[config.mk]
export PLATFORM = sky130hd
export DESIGN_NAME = alu_ctrl_seq
export DESIGN_NICKNAME = d
export VERILOG_FILES = /design/src/rtl/alu_ctrl_seq.sv
export SDC_FILE = /design/constraint.sdc
export NUM_CORES = 1
export LEC_CHECK = 0
export BUFFER_PORTS_ARGS = -buffer_cell sky130_fd_sc_hd__buf_4
export CAP_MARGIN = 10
export CELL_PAD_IN_SITES_DETAIL_PLACEMENT = 0
export CELL_PAD_IN_SITES_GLOBAL_PLACEMENT = 1
export CORE_MARGIN = 8
export CORE_UTILIZATION = 35
export CTS_CLUSTER_SIZE = 40
export DETAILED_ROUTE_END_ITERATION = 8
export GPL_TIMING_DRIVEN = 0
export PLACE_DENSITY = 0.78
export SYNTH_ARGS = -nofsm -noshare
export SYNTH_HDL_FRONTEND = slang
export SYNTH_SLANG_ARGS = --single-unit
[constraint.sdc]
create_clock -name clk -period 1.9 [get_ports clk]
set_clock_uncertainty 0.1 [all_clocks]
set_input_delay 0.19 -clock clk [delete_from_list [all_inputs] [get_ports clk]]
set_output_delay 0.19 -clock clk [all_outputs]
set_load 0.02 [all_outputs]
[src/rtl/alu_ctrl_seq.sv]
// alu_ctrl_seq: control sequencer for fetch and execution of register-register
// ALU instructions. Drives the datapath strobes from a single state register
// plus fields latched in DEC; all outputs are registered (Moore).
module alu_ctrl_seq #(
  parameter int NUM_REGS = 16
) (
  input  logic                clk,
  input  logic                reset,
  input  logic                start,
  input  logic                mem_ready,
  input  logic [31:0]         ir,
  output logic                busy,
  output logic                done,
  output logic                illegal,
  output logic [NUM_REGS-1:0] Rin,
  output logic [NUM_REGS-1:0] Rout,
  output logic                PCout,
  output logic                PCin,
  output logic                IncPC,
  output logic                MARin,
  output logic                Read,
  output logic                MDRin,
  output logic                MDRout,
  output logic                IRin,
  output logic                Yin,
  output logic                Zin,
  output logic                Zlowout,
  output logic                Zhighout,
  output logic                HIin,
  output logic                LOin,
  output logic [12:0]         alu_op
);

  typedef enum logic [3:0] {
    IDLE, T0, T1, T2, DEC, T3, T4, T5, T6, DONE
  } state_t;

  typedef enum logic [1:0] {
    CL_NONE, CL_3OP, CL_HL, CL_1OP
  } class_t;

  state_t     state, state_n;
  class_t     cls, cls_n;
  logic [4:0] op, op_n;
  logic [3:0] ra, ra_n, rb, rb_n, rc, rc_n;
  logic       bad, bad_n;

  // Registered output next-values
  logic                busy_n, done_n, illegal_n;
  logic [NUM_REGS-1:0] rin_n, rout_n;
  logic                pc_out_n, pc_in_n, inc_pc_n, mar_in_n, read_n, mdr_in_n;
  logic                mdr_out_n, ir_in_n, y_in_n, z_in_n, zlow_out_n, zhigh_out_n;
  logic                hi_in_n, lo_in_n;
  logic [12:0]         alu_op_n;

  // Low IR bits carry no meaning for this instruction format
  logic ir_unused;
  assign ir_unused = ^ir[14:0];

  function automatic class_t op_class(input logic [4:0] o);
    case (o)
      5'b00011, 5'b00100, 5'b00101, 5'b00110, 5'b00111,
      5'b01000, 5'b01001, 5'b01010, 5'b01011: op_class = CL_3OP;
      5'b01111, 5'b10000:                     op_class = CL_HL;
      5'b10001, 5'b10010:                     op_class = CL_1OP;
      default:                                op_class = CL_NONE;
    endcase
  endfunction

  function automatic logic [12:0] op_alu(input logic [4:0] o);
    case (o)
      5'b00101: op_alu = 13'h0001; // AND
      5'b00110: op_alu = 13'h0002; // OR
      5'b00011: op_alu = 13'h0004; // ADD
      5'b00100: op_alu = 13'h0008; // SUB
      5'b01111: op_alu = 13'h0010; // MUL
      5'b10000: op_alu = 13'h0020; // DIV
      5'b01001: op_alu = 13'h0040; // SHR
      5'b01010: op_alu = 13'h0080; // SHRA
      5'b01011: op_alu = 13'h0100; // SHL
      5'b00111: op_alu = 13'h0200; // ROR
      5'b01000: op_alu = 13'h0400; // ROL
      5'b10001: op_alu = 13'h0800; // NEG
      5'b10010: op_alu = 13'h1000; // NOT
      default:  op_alu = '0;
    endcase
  endfunction

  function automatic logic in_range(input logic [3:0] f);
    in_range = ({1'b0, f} < 5'(NUM_REGS));
  endfunction

  function automatic logic [NUM_REGS-1:0] onehot(input logic [3:0] idx);
    onehot = '0;
    for (int unsigned i = 0; i < NUM_REGS; i++) begin
      if (idx == 4'(i)) onehot[i] = 1'b1;
    end
  endfunction

  // Next state and field latching; fields only load from ir while in DEC
  always_comb begin
    state_n = state;
    cls_n   = cls;
    op_n    = op;
    ra_n    = ra;
    rb_n    = rb;
    rc_n    = rc;
    bad_n   = bad;
    case (state)
      IDLE: if (start) state_n = T0;
      T0:   state_n = T1;
      T1:   if (mem_ready) state_n = T2;
      T2:   state_n = DEC;
      DEC: begin
        op_n  = ir[31:27];
        ra_n  = ir[26:23];
        rb_n  = ir[22:19];
        rc_n  = ir[18:15];
        cls_n = op_class(ir[31:27]);
        case (cls_n)
          CL_3OP:  bad_n = !(in_range(ra_n) && in_range(rb_n) && in_range(rc_n));
          CL_HL:   bad_n = !(in_range(rb_n) && in_range(rc_n));
          CL_1OP:  bad_n = !(in_range(ra_n) && in_range(rb_n));
          default: bad_n = 1'b1;
        endcase
        state_n = bad_n ? DONE : T3;
      end
      T3:      state_n = (cls == CL_1OP) ? T5 : T4;
      T4:      state_n = T5;
      T5:      state_n = (cls == CL_HL) ? T6 : DONE;
      T6:      state_n = DONE;
      DONE:    state_n = IDLE;
      default: state_n = IDLE;
    endcase
  end

  // Strobe decode for the upcoming state, so registered outputs line up with it
  always_comb begin
    busy_n      = (state_n != IDLE);
    done_n      = 1'b0;
    illegal_n   = 1'b0;
    rin_n       = '0;
    rout_n      = '0;
    pc_out_n    = 1'b0;
    pc_in_n     = 1'b0;
    inc_pc_n    = 1'b0;
    mar_in_n    = 1'b0;
    read_n      = 1'b0;
    mdr_in_n    = 1'b0;
    mdr_out_n   = 1'b0;
    ir_in_n     = 1'b0;
    y_in_n      = 1'b0;
    z_in_n      = 1'b0;
    zlow_out_n  = 1'b0;
    zhigh_out_n = 1'b0;
    hi_in_n     = 1'b0;
    lo_in_n     = 1'b0;
    alu_op_n    = '0;
    case (state_n)
      T0: begin
        pc_out_n = 1'b1;
        mar_in_n = 1'b1;
        inc_pc_n = 1'b1;
        z_in_n   = 1'b1;
      end
      T1: begin
        zlow_out_n = 1'b1;
        read_n     = 1'b1;
        mdr_in_n   = 1'b1;
        pc_in_n    = (state != T1);
      end
      T2: begin
        mdr_out_n = 1'b1;
        ir_in_n   = 1'b1;
      end
      T3: begin
        rout_n = onehot(rb_n);
        if (cls_n == CL_1OP) begin
          alu_op_n = op_alu(op_n);
          z_in_n   = 1'b1;
        end else begin
          y_in_n = 1'b1;
        end
      end
      T4: begin
        rout_n   = onehot(rc_n);
        alu_op_n = op_alu(op_n);
        z_in_n   = 1'b1;
      end
      T5: begin
        zlow_out_n = 1'b1;
        if (cls_n == CL_HL) lo_in_n = 1'b1;
        else                rin_n   = onehot(ra_n);
      end
      T6: begin
        zhigh_out_n = 1'b1;
        hi_in_n     = 1'b1;
      end
      DONE: begin
        done_n    = 1'b1;
        illegal_n = bad_n;
      end
      default: ;
    endcase
  end

  // State, latched fields and registered outputs with synchronous active-low reset
  always_ff @(posedge clk) begin
    if (!reset) begin
      state    <= IDLE;
      cls      <= CL_NONE;
      op       <= '0;
      ra       <= '0;
      rb       <= '0;
      rc       <= '0;
      bad      <= 1'b0;
      busy     <= 1'b0;
      done     <= 1'b0;
      illegal  <= 1'b0;
      Rin      <= '0;
      Rout     <= '0;
      PCout    <= 1'b0;
      PCin     <= 1'b0;
      IncPC    <= 1'b0;
      MARin    <= 1'b0;
      Read     <= 1'b0;
      MDRin    <= 1'b0;
      MDRout   <= 1'b0;
      IRin     <= 1'b0;
      Yin      <= 1'b0;
      Zin      <= 1'b0;
      Zlowout  <= 1'b0;
      Zhighout <= 1'b0;
      HIin     <= 1'b0;
      LOin     <= 1'b0;
      alu_op   <= '0;
    end else begin
      state    <= state_n;
      cls      <= cls_n;
      op       <= op_n;
      ra       <= ra_n;
      rb       <= rb_n;
      rc       <= rc_n;
      bad      <= bad_n;
      busy     <= busy_n;
      done     <= done_n;
      illegal  <= illegal_n;
      Rin      <= rin_n;
      Rout     <= rout_n;
      PCout    <= pc_out_n;
      PCin     <= pc_in_n;
      IncPC    <= inc_pc_n;
      MARin    <= mar_in_n;
      Read     <= read_n;
      MDRin    <= mdr_in_n;
      MDRout   <= mdr_out_n;
      IRin     <= ir_in_n;
      Yin      <= y_in_n;
      Zin      <= z_in_n;
      Zlowout  <= zlow_out_n;
      Zhighout <= zhigh_out_n;
      HIin     <= hi_in_n;
      LOin     <= lo_in_n;
      alu_op   <= alu_op_n;
    end
  end

endmodule

* Word level (Yosys, flattened, before mapping)
Memory sizes are Yosys's and may differ from the RTL's.
Index checks and enable logic that the tools add are counted.
** Cells by class
- Reduce and logical (&&, ||, !) cells :: 13
- Shift-type cells :: 0
- Magnitude comparators :: 0
- Eq/ne operators :: 69
- Multiply operators :: 0
- Divide/modulo/power cells :: 0
- Add/sub/neg operators :: 0
- Bitwise logic cells :: 2
- Multiplexer cells :: 76
** Operator list (count)
- equality test 4 bit (second input constant) :: 27
- equality test 4 x 3 -> 1 bit (second input constant) :: 19
- 2-to-1 mux 1 bit :: 62
- equality test 4 x 2 -> 1 bit (second input constant) :: 10
- one-hot mux 4 bit (9 select lines) :: 1
- one-hot mux 16 bit (2 select lines) :: 1
- one-hot mux 13 bit (2 select lines) :: 1
- 2-to-1 mux 4 bit :: 6
- equality test 4 x 1 -> 1 bit (second input constant) :: 5
- logical NOT 4 bit :: 4
- 2-to-1 mux 13 bit :: 1
- equality test 2 bit (second input constant) :: 6
- AND reduction 2 bit :: 4
- OR reduction 3 bit :: 2
- 2-to-1 mux 5 bit :: 1
- 2-to-1 mux 2 bit :: 2
- inequality test 4 x 2 -> 1 bit (second input constant) :: 1
- nonzero test 4 bit :: 1
- OR reduction 2 bit :: 2
- equality test 2 x 1 -> 1 bit (second input constant) :: 1
- inverter 1 bit :: 2
- one-hot mux 1 bit (2 select lines) :: 1
** Storage, ports and cells
- Memory bits (read-only) :: 896
- Memory bits (writable) :: 0
- Logic and storage cells :: 185
- Output and inout port bits :: 62
- Flip-flop bits (word level) :: 81
- Latch bits :: 0
- Memories kept :: 3
** Memory list
- (name not given) :: words 32, width 13, rd ports 1, clocked after memory_dff 0, write ports 0, RTL line 71 : case (o)
- (name not given) :: words 32, width 13, rd ports 1, clocked after memory_dff 0, write ports 0, RTL line 71
- (name not given) :: words 32, width 2, rd ports 1, clocked after memory_dff 0, write ports 0, RTL line 61 : case (o)

* Logic depth before layout (Yosys ltp)
Gate-level depths: netlist (run 1).
- Depth in word-level cells :: 11
- Depth in mapped cells :: 8
- Depth with buffers taken out :: 6

* Least setup slack after synthesis (run 1)
OpenSTA, ideal clock, no wires.
- Kind :: reg-to-reg
- From :: reg state[3]
- To :: reg Rout[6]
- Stages on the path, launching flop included :: 9
- Setup slack :: -0.110 ns
- Buffers on the path :: 3
- Data required time :: 1.668 ns
- Arrival time :: 1.778 ns
- Cells stage by stage :: dfxtp_1 -> buf_2 -> nor4b_4 -> buf_6 -> buf_2 -> mux2i_1 -> inv_1 -> a31oi_1 -> nor3_1
** Between the ends
- Longest elaborated chain between the ends :: 5
- Elaborated cells between the ends (all ways) :: 21
- Those cells by class :: 12 x eq/ne; 8 x mux; 1 x reduce/logical
** RTL lines
- start, declared :: RTL line 42 : state_t state, state_n;
- start signal, assigned :: RTL line 238 : state <= state_n;
- parallel branches: the longest is 4 deep, another holds one-hot mux 4 bit (9 select lines)
- one-hot mux 16 bit (2 select lines) (*) :: RTL line 159 : case (state_n)
- end signal, assigned :: RTL line 249 : Rout <= rout_n;
- end, declared :: RTL line 16 : output logic [NUM_REGS-1:0] Rout,
Mark *: on every way between the ends.
A chain may end at the register's enable or synchronous reset.

* Worst setup path in the final report (run 1)
- From :: reg state[0]
- To :: reg Rout[1]
** Between the ends
- Longest elaborated chain between the ends :: 5
- Elaborated cells between the ends (all ways) :: 21
- Those cells by class :: 12 x eq/ne; 8 x mux; 1 x reduce/logical
** RTL lines (RTL line)
- parallel branches: the longest is 4 deep, another holds one-hot mux 4 bit (9 select lines)
- one-hot mux 16 bit (2 select lines) (*) :: 159
Marks and branches as above.

==> out/metrics.yaml, run 1 <==
run_status:
  status: "finished, violations left"
  violations: "setup timing"
sta:
  setup_viol: 54
  worst_slew_pin_slew_ns: 0.614
  fin_tns_setup_ns: -10.20
  drv_slew: 0
  max_slew_margin_pct: 58.5
  fin_ws_ns: -0.278
  max_freq_ghz: 0.459
  fin_crit_ns: 2.18
  rsz0062_at_grt: "true"
  layout_worst_path_cycle_share_pct: 115
  hold_viol_final: 0
synthesis:
  synth_area_per_cell_sq_um: 9.34
  yosysSeqAreaShare_pct: 46.7
  syn_inst: 372
  yosysWarnings: 0
  synth-edff-count: 0
  synth_top_cell_by_area: "dfxtp_1"
  ys_seq_elements: 81
  synth_area_sq_um: 3470
  synthArstFlopShare_pct: 0
  ys.flop_type: "dfxtp_1"
  synth.distinct_cells: 57
  synth_fp_nets: 409
  synth_top_cells_by_area: "dfxtp_1 47%, nor3_1 5.2%, nand2_1 4.5%"
  synth_top_area_share_pct: 46.7
die:
  core_area_sq_um: 9680
  start_util_pct: 35.9
  dieArea_sq_um: 13400
  die_x_um: 116
  io_pins: 98
  fp-row-count: 36
  fp.dieH_um: 116
final_layout:
  syn_to_final_growth_pct: 65.7
  finalCoreUtilization_pct: 59.5
  nets: 535
  antennaDiodeCount: 0
  design_area_sq_um: 5760
  drive_gt1_share_pct: 56.1
power:
  power.total_mw: 3.80
  ir_worst_vdd_mv: 0.418
  power.density_nw_per_um2: 661
  leakage_nw: 2.31
critical_path:
  cp-start-kind: "flop"
  reg2reg_slack_ns: -0.28
  r2r_cells: 9
  critPathRequiredTime_ns: 2.07
  crit_type: "flop to flop"
  cpPeakStageDelay_ns: 0.35
  cp-end-kind: "flop"
  arrival_ns: 2.35
  crit_path_end: "Rout[1]"
  crit_path_start: "state[0]"
  worstReg2RegStart: "state[0]"
  cp_max_fo: 7
  path_cells: "buf_8 -> nor4b_4 -> buf_4 -> buf_4 -> buf_12 -> mux2i_4 -> nor4b_4 -> a31oi_2 -> nor3_1"
  r2r_end: "Rout[1]"
  crit_path_top_delay_cell: "dfxtp_4"
placement:
  dpl.hpwl_mm: 7.46
  io_buffers: 81
  dpl_cell_area_sq_um: 4390
  gp_congestion: 0.814
clock_tree:
  cts_tree: "done"
  cts-htree-levels: 3
  clockRootBuffer: "clkbuf_8"
  clk_latency_ns: 0.35
  cts_buffers: 9
  clkSinkCount: 81
  cts.clk_slew.worst_paths_ns: 0.08
  cts_buffer_depth: 2
global_routing:
  grt_pass1_vias: 3429
  overflow: 0
  grt_pass1_wl_mm: 17.7
  gr-usage-all-layers_pct: 16.8
  antenna_found_initial: 0
  grt_max_degree: 13
hold_path:
  min_path_type: "primary input to flop"
drt:
  vias_per_cell: 5.17
  vias: 3285
  first_pass_iters: 4
  wire_per_inst_um: 17.6
  drt_iter0_drc: 191
  antenna_left: 0
  wl_mm: 11.2
  route.detailed.drc: 0
run:
  cap_violations: 0
[cells in the final DEF (no fill, tap or decap), drive strengths merged, types with 9 or more instances in the layout]
cell      n
a21boi   14
a31oi    14
buf     138
clkbuf   17
dfxtp    81
inv      10
nand2    42
nand3    10
nand3b    9
nor2     12
nor2b    11
nor3     37
nor3b    12
nor4     20
o21ai    10
[cells by family after synthesis]
kind of cell	synth area share, %
and+or+nand+nor	30.4
muxes	2.38
xor gates and xnor gates	0.720
AOI/OAI and AO/OA	12.9
DFF	46.7
buffers and inverters	6.63
adders and majority gates	0.360
[synth_stat cells (4+ instances only)]
library cell	count
a31oi_1	12
buf_2	10
mux2i_1	6
nand3_1	9
nor2_1	12
nor4b_1	4
buf_4	6
buf_6	7
nor2b_1	11
nand2_1	42
inv_1	10
nor3b_1	12
dfxtp_1	81
nand3b_1	9
nand2b_1	4
clkbuf_1	4
a21boi_0	14
o21ai_0	7
nor4_1	19
nor3_1	36
a21oi_1	5
[stage by stage]
step	std cells	setup WS [ns]	hold slack, ns
after floorplan	372	-0.0396	0.235
after global placement	586	-0.455	0.367
after detailed placement	586	-0.476	0.373
after CTS	629	-0.249	0.000791
after global routing	636	-0.354	0.0216
final	636	-0.278	0.0162
[sequential cells by signal, indices dropped and copies added (netlist names), 2 cells and up]
| name | cells |
|---|---|
| op | 5 |
| Rout | 16 |
| alu_op | 13 |
| cls | 2 |
| ra | 4 |
| Rin | 16 |
| state | 4 |
| rb | 4 |
| rc | 4 |
[worst min path at each step]
| stage | from | endpoint | cells after the start |
|---|---|---|---|
| after global routing | ir[17] | rc[2] | 3 |
| after floorplan | ir[26] | ra[3] | 2 |
| after detailed placement | ir[15] | rc[0] | 3 |
| after CTS | ir[24] | ra[1] | 3 |
| final | ir[23] | ra[0] | 3 |
| after global placement | ir[15] | rc[0] | 3 |
[final cells by class]
type                    instances  area, sq um
well taps                     133          166
fillers                       807         3930
flip-flops and latches         81         1630
clock inverters                 3         40.0
clock buffers                  13          149
plain buffers                  25          272
multi-input cells             253         2420
inverters                      10         37.5
repair buffers                118         1050
[critical path: cells and delay by family (launching register included)]
kind	cells	cell delay, ns
buffers and inverters	4	0.53
and+or+nand+nor	3	0.73
DFF	1	0.35
muxes	1	0.28
AOI/OAI and AO/OA	1	0.12
[report_power, final]
| group | internal, mW | switching (mW) |
|---|---|---|
| registers | 1.73 | 0.0232 |
| logic | 0.362 | 0.463 |
| clock network | 0.641 | 0.584 |
| total | 2.73 | 1.07 |
[layer usage]
metal,global-route usage [%],vias to the layer above,wire length (um)
li1,-,1590,-
met1,19.6,1596,4690
met2,29.6,85,5700
met3,4.06,14,636
met4,5.10,0,181
met5,0,-,0
[what timing repair did]
| action | in CTS | in global routing |
|---|---|---|
| setup buffers | 22 | 9 |
| gates resized for setup | 138 | 47 |
| hold buffers | 1 | 0 |
| endpoints found under the setup margin | 71 | 70 |
| cloned | 6 | 0 |
| pin swaps | 37 | 19 |
| endpoints found under the hold margin | 1 | 0 |
Power figures use the tool's default switching activity.
==> run 2: changes to the inputs <==
- BUFFER_PORTS_ARGS: -buffer_cell sky130_fd_sc_hd__buf_4 -> not set
- CORE_UTILIZATION: 35 -> 45
- DONT_BUFFER_PORTS: not set -> 1
- clock period: 1.9 -> 2.65 ns (I/O delays scaled with it)
==> run 2 against run 1 <==
The flow now finishes without violations. Via count down 15%. Final area down 32%. Sequential share of layout area up 13 points. Combinational power down 61%. Non-clock buffer count down 104. Die area down 19%. Clock power down 20%. Count of clock-buffer cells in the layout down 3. First-iteration DRC count down 45%.
==> out/metrics.yaml, run 2 (synthesis gave the netlist of run 1 again) <==
placement:
  io_buffers: 0  # -100%
  dpl_cell_area_sq_um: 3600  # -18%
  gp_congestion: 0.807  # -0.85%
  dpl_worst_slack_ns: 0.195  # +0.671 ns
  dpl.hpwl_mm: 6.52  # -13%
die:
  dieArea_sq_um: 10800  # -19%
  die_x_um: 104  # -10%
  fp-row-count: 32  # -11%
  io_pins: 98  # unchanged
  core_area_sq_um: 7610  # -21%
  fp.dieH_um: 104  # -10%
  start_util_pct: 45.7  # +9.8 points
critical_path:
  arrival_ns: 2.51  # +0.16 ns
  crit_type: "flop to flop"
  critPathRequiredTime_ns: 2.80  # +0.73 ns
  cp_max_fo: 10  # +3
  reg2reg_slack_ns: 0.28  # +0.56 ns
  crit_path_start: "state[1]"
  cp.depth: 6  # -3
  r2r_end: "alu_op[3]"
  path_cells: "buf_4 -> nand2_1 -> xnor2_1 -> nand3b_1 -> buf_2 -> nor4_1"
  worstReg2RegStart: "state[1]"
  r2r_cells: 6  # -3
  cp-start-kind: "flop"
  path_delay_family: "simple AND/OR/NAND/NOR gates"
  crit_path_end: "alu_op[3]"
  cpPeakStageDelay_ns: 0.51  # +0.16 ns
  crit_path_top_delay_cell: "xnor2_1"
  crit_buf_inv: 2  # -2
  cp-end-kind: "flop"
run:
  cap_violations: 0  # unchanged
final_layout:
  largestRegisters: "Rin x16, Rout x16, alu_op x13"
  fillers: 755  # -6.4%
  nets: 431  # -19%
  design_area_sq_um: 3920  # -32%
  layout_commonest_cell: "dfxtp_1"
  drive_gt1_share_pct: 13.3  # -43 points
  syn_to_final_growth_pct: 12.9
  final_cell_mix: "81 x dfxtp_1, 42 x nand2_1, 36 x nor3_1"
  antennaDiodeCount: 0  # unchanged
  finalCoreUtilization_pct: 51.5  # -7.9 points
sta:
  worst_slew_pin_slew_ns: 0.702  # +0.0879 ns
  layout_worst_path_cycle_share_pct: 89.3  # -25 points
  fin_tns_setup_ns: 0  # +10.20 ns
  hold_viol_final: 0  # unchanged
  fin_crit_ns: 2.37  # +0.188 ns
  drv_slew: 0  # unchanged
  max_freq_ghz: 0.423  # -7.9%
  rsz0062_at_grt: "false"
  fin_ws_ns: 0.284  # +0.562 ns
  max_slew_margin_pct: 52.7  # -5.8 points
  setup_viol: 0  # -100%
  fin_hold_ws_ns: 0.0336  # +0.0174 ns
global_routing:
  antenna_found_initial: 0  # unchanged
  overflow: 0  # unchanged
  grt_pass1_vias: 2790  # -19%
  gr-usage-all-layers_pct: 16.7  # -0.065 points
  grt_max_degree: 14  # +1
  grt_pass1_wl_mm: 14.7  # -17%
clock_tree:
  cts_tree: "done"
  cts_buffer_depth: 2  # unchanged
  cts.clk_slew.worst_paths_ns: 0.08  # about the same
  cts_buffers: 9  # unchanged
  cts-htree-levels: 3  # unchanged
  clockRootBuffer: "clkbuf_8"
  cts_setup_buffers: 0  # -100%
  clkSinkCount: 81  # unchanged
  clk_latency_ns: 0.36  # about the same
drt:
  route.detailed.drc: 0  # unchanged
  wl_mm: 8.97  # -20%
  drt_iter0_drc: 105  # -45%
  vias: 2789  # -15%
  first_pass_iters: 5  # +1
  wire_per_inst_um: 17.9  # +1.7%
  vias_per_cell: 5.58  # +8.0%
  antenna_left: 0  # unchanged
run_status:
  status: "completed"
hold_path:
  min_path_type: "primary input to flop"
power:
  power.density_nw_per_um2: 657  # -0.54%
  leakage_nw: 1.40  # -39%
  ir_worst_vdd_mv: 0.352  # -16%
run 2: layout make-up:
| class | instances | area [sq um] | share of cell area, % |
|---|---|---|---|
| inverters | 10 | 37.5 | 0.957 |
| plain buffers | 28 | 193 | 4.91 |
| well taps | 102 | 128 | 3.25 |
| clock buffers | 10 | 128 | 3.25 |
| multi-input cells | 253 | 1620 | 41.4 |
| repair buffers | 11 | 110 | 2.81 |
| flip-flops and latches | 81 | 1620 | 41.4 |
| clock inverters | 5 | 81.3 | 2.07 |
run 2: worst min-delay path by stage:
stage	to	depth (start not counted)	slack, ns	startpoint
2_1_floorplan	ra[3]	2	0.31	ir[26]
3_3_place_gp	ra[3]	2	0.31	ir[26]
3_5_place_dp	ra[3]	2	0.32	ir[26]
4_1_cts	rb[3]	2	0.03	ir[22]
5_1_grt	rb[2]	2	0.04	ir[21]
6_report	rb[3]	2	0.03	ir[22]
run 2: report_power, final:
part	switching [mW]	leakage, nW	total (mW)	internal, mW
Combinational	0.198	0.641	0.326	0.128
Clock	0.449	0.102	0.975	0.526
Sequential	0.0357	0.654	1.28	1.24
Total	0.683	1.40	2.58	1.89
run 2: routing by layer:
metal	share of wire (%)	wire [um]	global-route usage (%)	vias to the layer above
met4	1.2	110	6.72	0
met1	44	3920	19.6	1329
met5	0	0	0	-
li1	-	-	-	1379
met2	49	4370	27.3	68
met3	6.3	568	5.82	13
run 2: stage by stage:
step / power [mW] / instances
final: 2.58 / 500
after global routing: 2.67 / 500
after CTS: 2.59 / 500
after detailed placement: 1.61 / 474
after global placement: 1.61 / 474
after floorplan: 1.55 / 372
run 2: timing repair:
item,in CTS,in global routing
hold endpoints to repair,11,0
setup endpoints to repair,0,0
hold buffers,11,0
resized for setup,0,0
==> run 3: changes to the inputs <==
- PLACE_DENSITY: 0.78 -> not set
- PLACE_DENSITY_LB_ADDON: not set -> 0.1
==> run 3 against run 2 <==
Core utilization decreased by 0.12 points. Count of clock-buffer cells in the layout decreased by 1. Via count shrank 0.25%. Hold slack improved by 0.0068 ns. Clock power is 5.3% lower. Die area stayed put. Register-to-register slack worse by 0.06 ns. Sequential power hardly changed. Sequential cell count is the same. Total power down 1.9%. Largest power group unchanged.
==> out/metrics.yaml, run 3 (synthesis gave the netlist of run 1 again) <==
run:
  cap_violations: 0  # unchanged
sta:
  fin_ws_ns: 0.223  # -0.0619 ns
  layout_worst_path_cycle_share_pct: 91.6  # +2.3 points
  fin_hold_ws_ns: 0.0404  # +0.00685 ns
  hold_viol_final: 0  # unchanged
  fin_tns_setup_ns: 0  # unchanged
  rsz0062_at_grt: "false"
  worst_slew_pin_slew_ns: 0.703  # +0.00118 ns
  max_slew_margin_pct: 53.0  # +0.33 points
  fin_crit_ns: 2.43  # +0.0619 ns
  drv_slew: 0  # unchanged
  setup_viol: 0  # unchanged
  max_freq_ghz: 0.412  # -2.6%
global_routing:
  grt_pass1_wl_mm: 15.0  # +2.2%
  grt_pass1_vias: 2762  # -1.0%
  grt_max_degree: 16  # +2
  gr-usage-all-layers_pct: 17.3  # +0.58 points
  antenna_found_initial: 0  # unchanged
  overflow: 0  # unchanged
drt:
  route.detailed.drc: 0  # unchanged
  wl_mm: 9.33  # +4.0%
  drt_iter0_drc: 153  # +46%
  vias: 2782  # -0.25%
  antenna_left: 0  # unchanged
  wire_per_inst_um: 18.6  # +3.8%
  first_pass_iters: 4  # -1
  vias_per_cell: 5.55  # -0.45%
critical_path:
  path_cells: "nand3b_1 -> a211oi_2 -> o21ai_1 -> o21ba_4 -> buf_6 -> nor4_1"
  cpPeakStageDelay_ns: 0.64  # +0.13 ns
  crit_type: "flop to flop"
  crit_buf_inv: 1  # -1
  path_delay_family: "compound AO/OA/AOI/OAI gates"
  arrival_ns: 2.58  # +0.07 ns
  critPathRequiredTime_ns: 2.80  # about the same
  cp-end-kind: "flop"
  cp-start-kind: "flop"
  cp_max_fo: 10  # unchanged
  crit_path_top_delay_cell: "a211oi_2"
die:
  fp-row-count: 32  # unchanged
  core_area_sq_um: 7610  # unchanged
  fp.dieH_um: 104  # unchanged
  dieArea_sq_um: 10800  # unchanged
  io_pins: 98  # unchanged
  start_util_pct: 45.7  # unchanged
  die_x_um: 104  # unchanged
final_layout:
  final_cell_mix: "81 x dfxtp_1, 42 x nand2_1, 36 x nor3_1"
  antennaDiodeCount: 0  # unchanged
  largestRegisters: "Rin x16, Rout x16, alu_op x13"
  layout_commonest_cell: "dfxtp_1"
  nets: 431  # unchanged
  syn_to_final_growth_pct: 12.6
  drive_gt1_share_pct: 13.8  # +0.47 points
  fillers: 733  # -2.9%
power:
  ir_worst_vdd_mv: 0.298  # -15%
  leakage_nw: 1.40  # about the same
  power.density_nw_per_um2: 646  # -1.6%
clock_tree:
  cts.clk_slew.worst_paths_ns: 0.09  # about the same
  cts_buffers: 9  # unchanged
  cts_buffer_depth: 2  # unchanged
  cts_tree: "done"
  clkSinkCount: 81  # unchanged
  clk_latency_ns: 0.36  # about the same
  cts_setup_buffers: 0  # unchanged
  cts-htree-levels: 3  # unchanged
  clockRootBuffer: "clkbuf_8"
placement:
  dpl.hpwl_mm: 6.66  # +2.2%
  gp_congestion: 0.835  # +3.4%
  dpl_worst_slack_ns: 0.246  # +0.0503 ns
  io_buffers: 0  # unchanged
hold_path:
  min_path_type: "primary input to flop"
run_status:
  status: "completed"
==> run 3: cell count changes in the layout (fill, tap and decap cells not counted), sizes merged <==
cell	delta
inv	+3
bufinv	-1
clkbuf	-1
==> run 3: per-stage QoR <==
| stage | instance area (sq um) | std cells | utilization, % | total power [mW] |
|---|---|---|---|---|
| after floorplan | 3470 | 372 | - | 1.55 |
| after global placement | 3600 | 474 | 47.4 | 1.61 |
| after detailed placement | 3600 | 474 | 47.4 | 1.62 |
| after CTS | 3910 | 501 | 51.4 | 2.55 |
| after global routing | 3910 | 501 | 51.4 | 2.65 |
| final | 3910 | 501 | 51.4 | 2.53 |
==> run 3: final timing paths <==
path	slack [ns]	to	depth (start not counted)	start
worst min-delay path	0.04	alu_op[11]	2	reset
worst max register to register	0.22	alu_op[0]	6	state[1]
worst min register to register	0.40	op[4]	2	op[4]
worst max-delay path	0.22	alu_op[0]	6	state[1]
==> run 3: timing repair <==
item,4_1_cts,5_1_grt
gates resized for setup,0,0
endpoints found under the hold margin,11,0
endpoints found under the setup margin,0,0
hold buffers,11,0
==> run 3: power breakdown <==
| group | internal [mW] | total (mW) | switching [mW] |
|---|---|---|---|
| logic | 0.128 | 0.330 | 0.202 |
| clock network | 0.445 | 0.923 | 0.478 |
| registers | 1.24 | 1.28 | 0.0355 |
| total | 1.81 | 2.53 | 0.715 |
==> run 3: routing by layer <==
metal	wire length, um	global-route usage [%]
met1	4230	20.6
met2	4380	27.6
met3	542	6.01
met4	174	7.34
met5	0	0
==> run 3: layout make-up <==
type | instances | area (sq um) | area share (%)
clock inverters | 7 | 76.3 | 1.95
multi-input cells | 253 | 1620 | 41.5
repair buffers | 11 | 110 | 2.81
clock buffers | 9 | 124 | 3.17
flip-flops and latches | 81 | 1620 | 41.4
well taps | 102 | 128 | 3.26
plain buffers | 28 | 193 | 4.92
inverters | 10 | 37.5 | 0.959
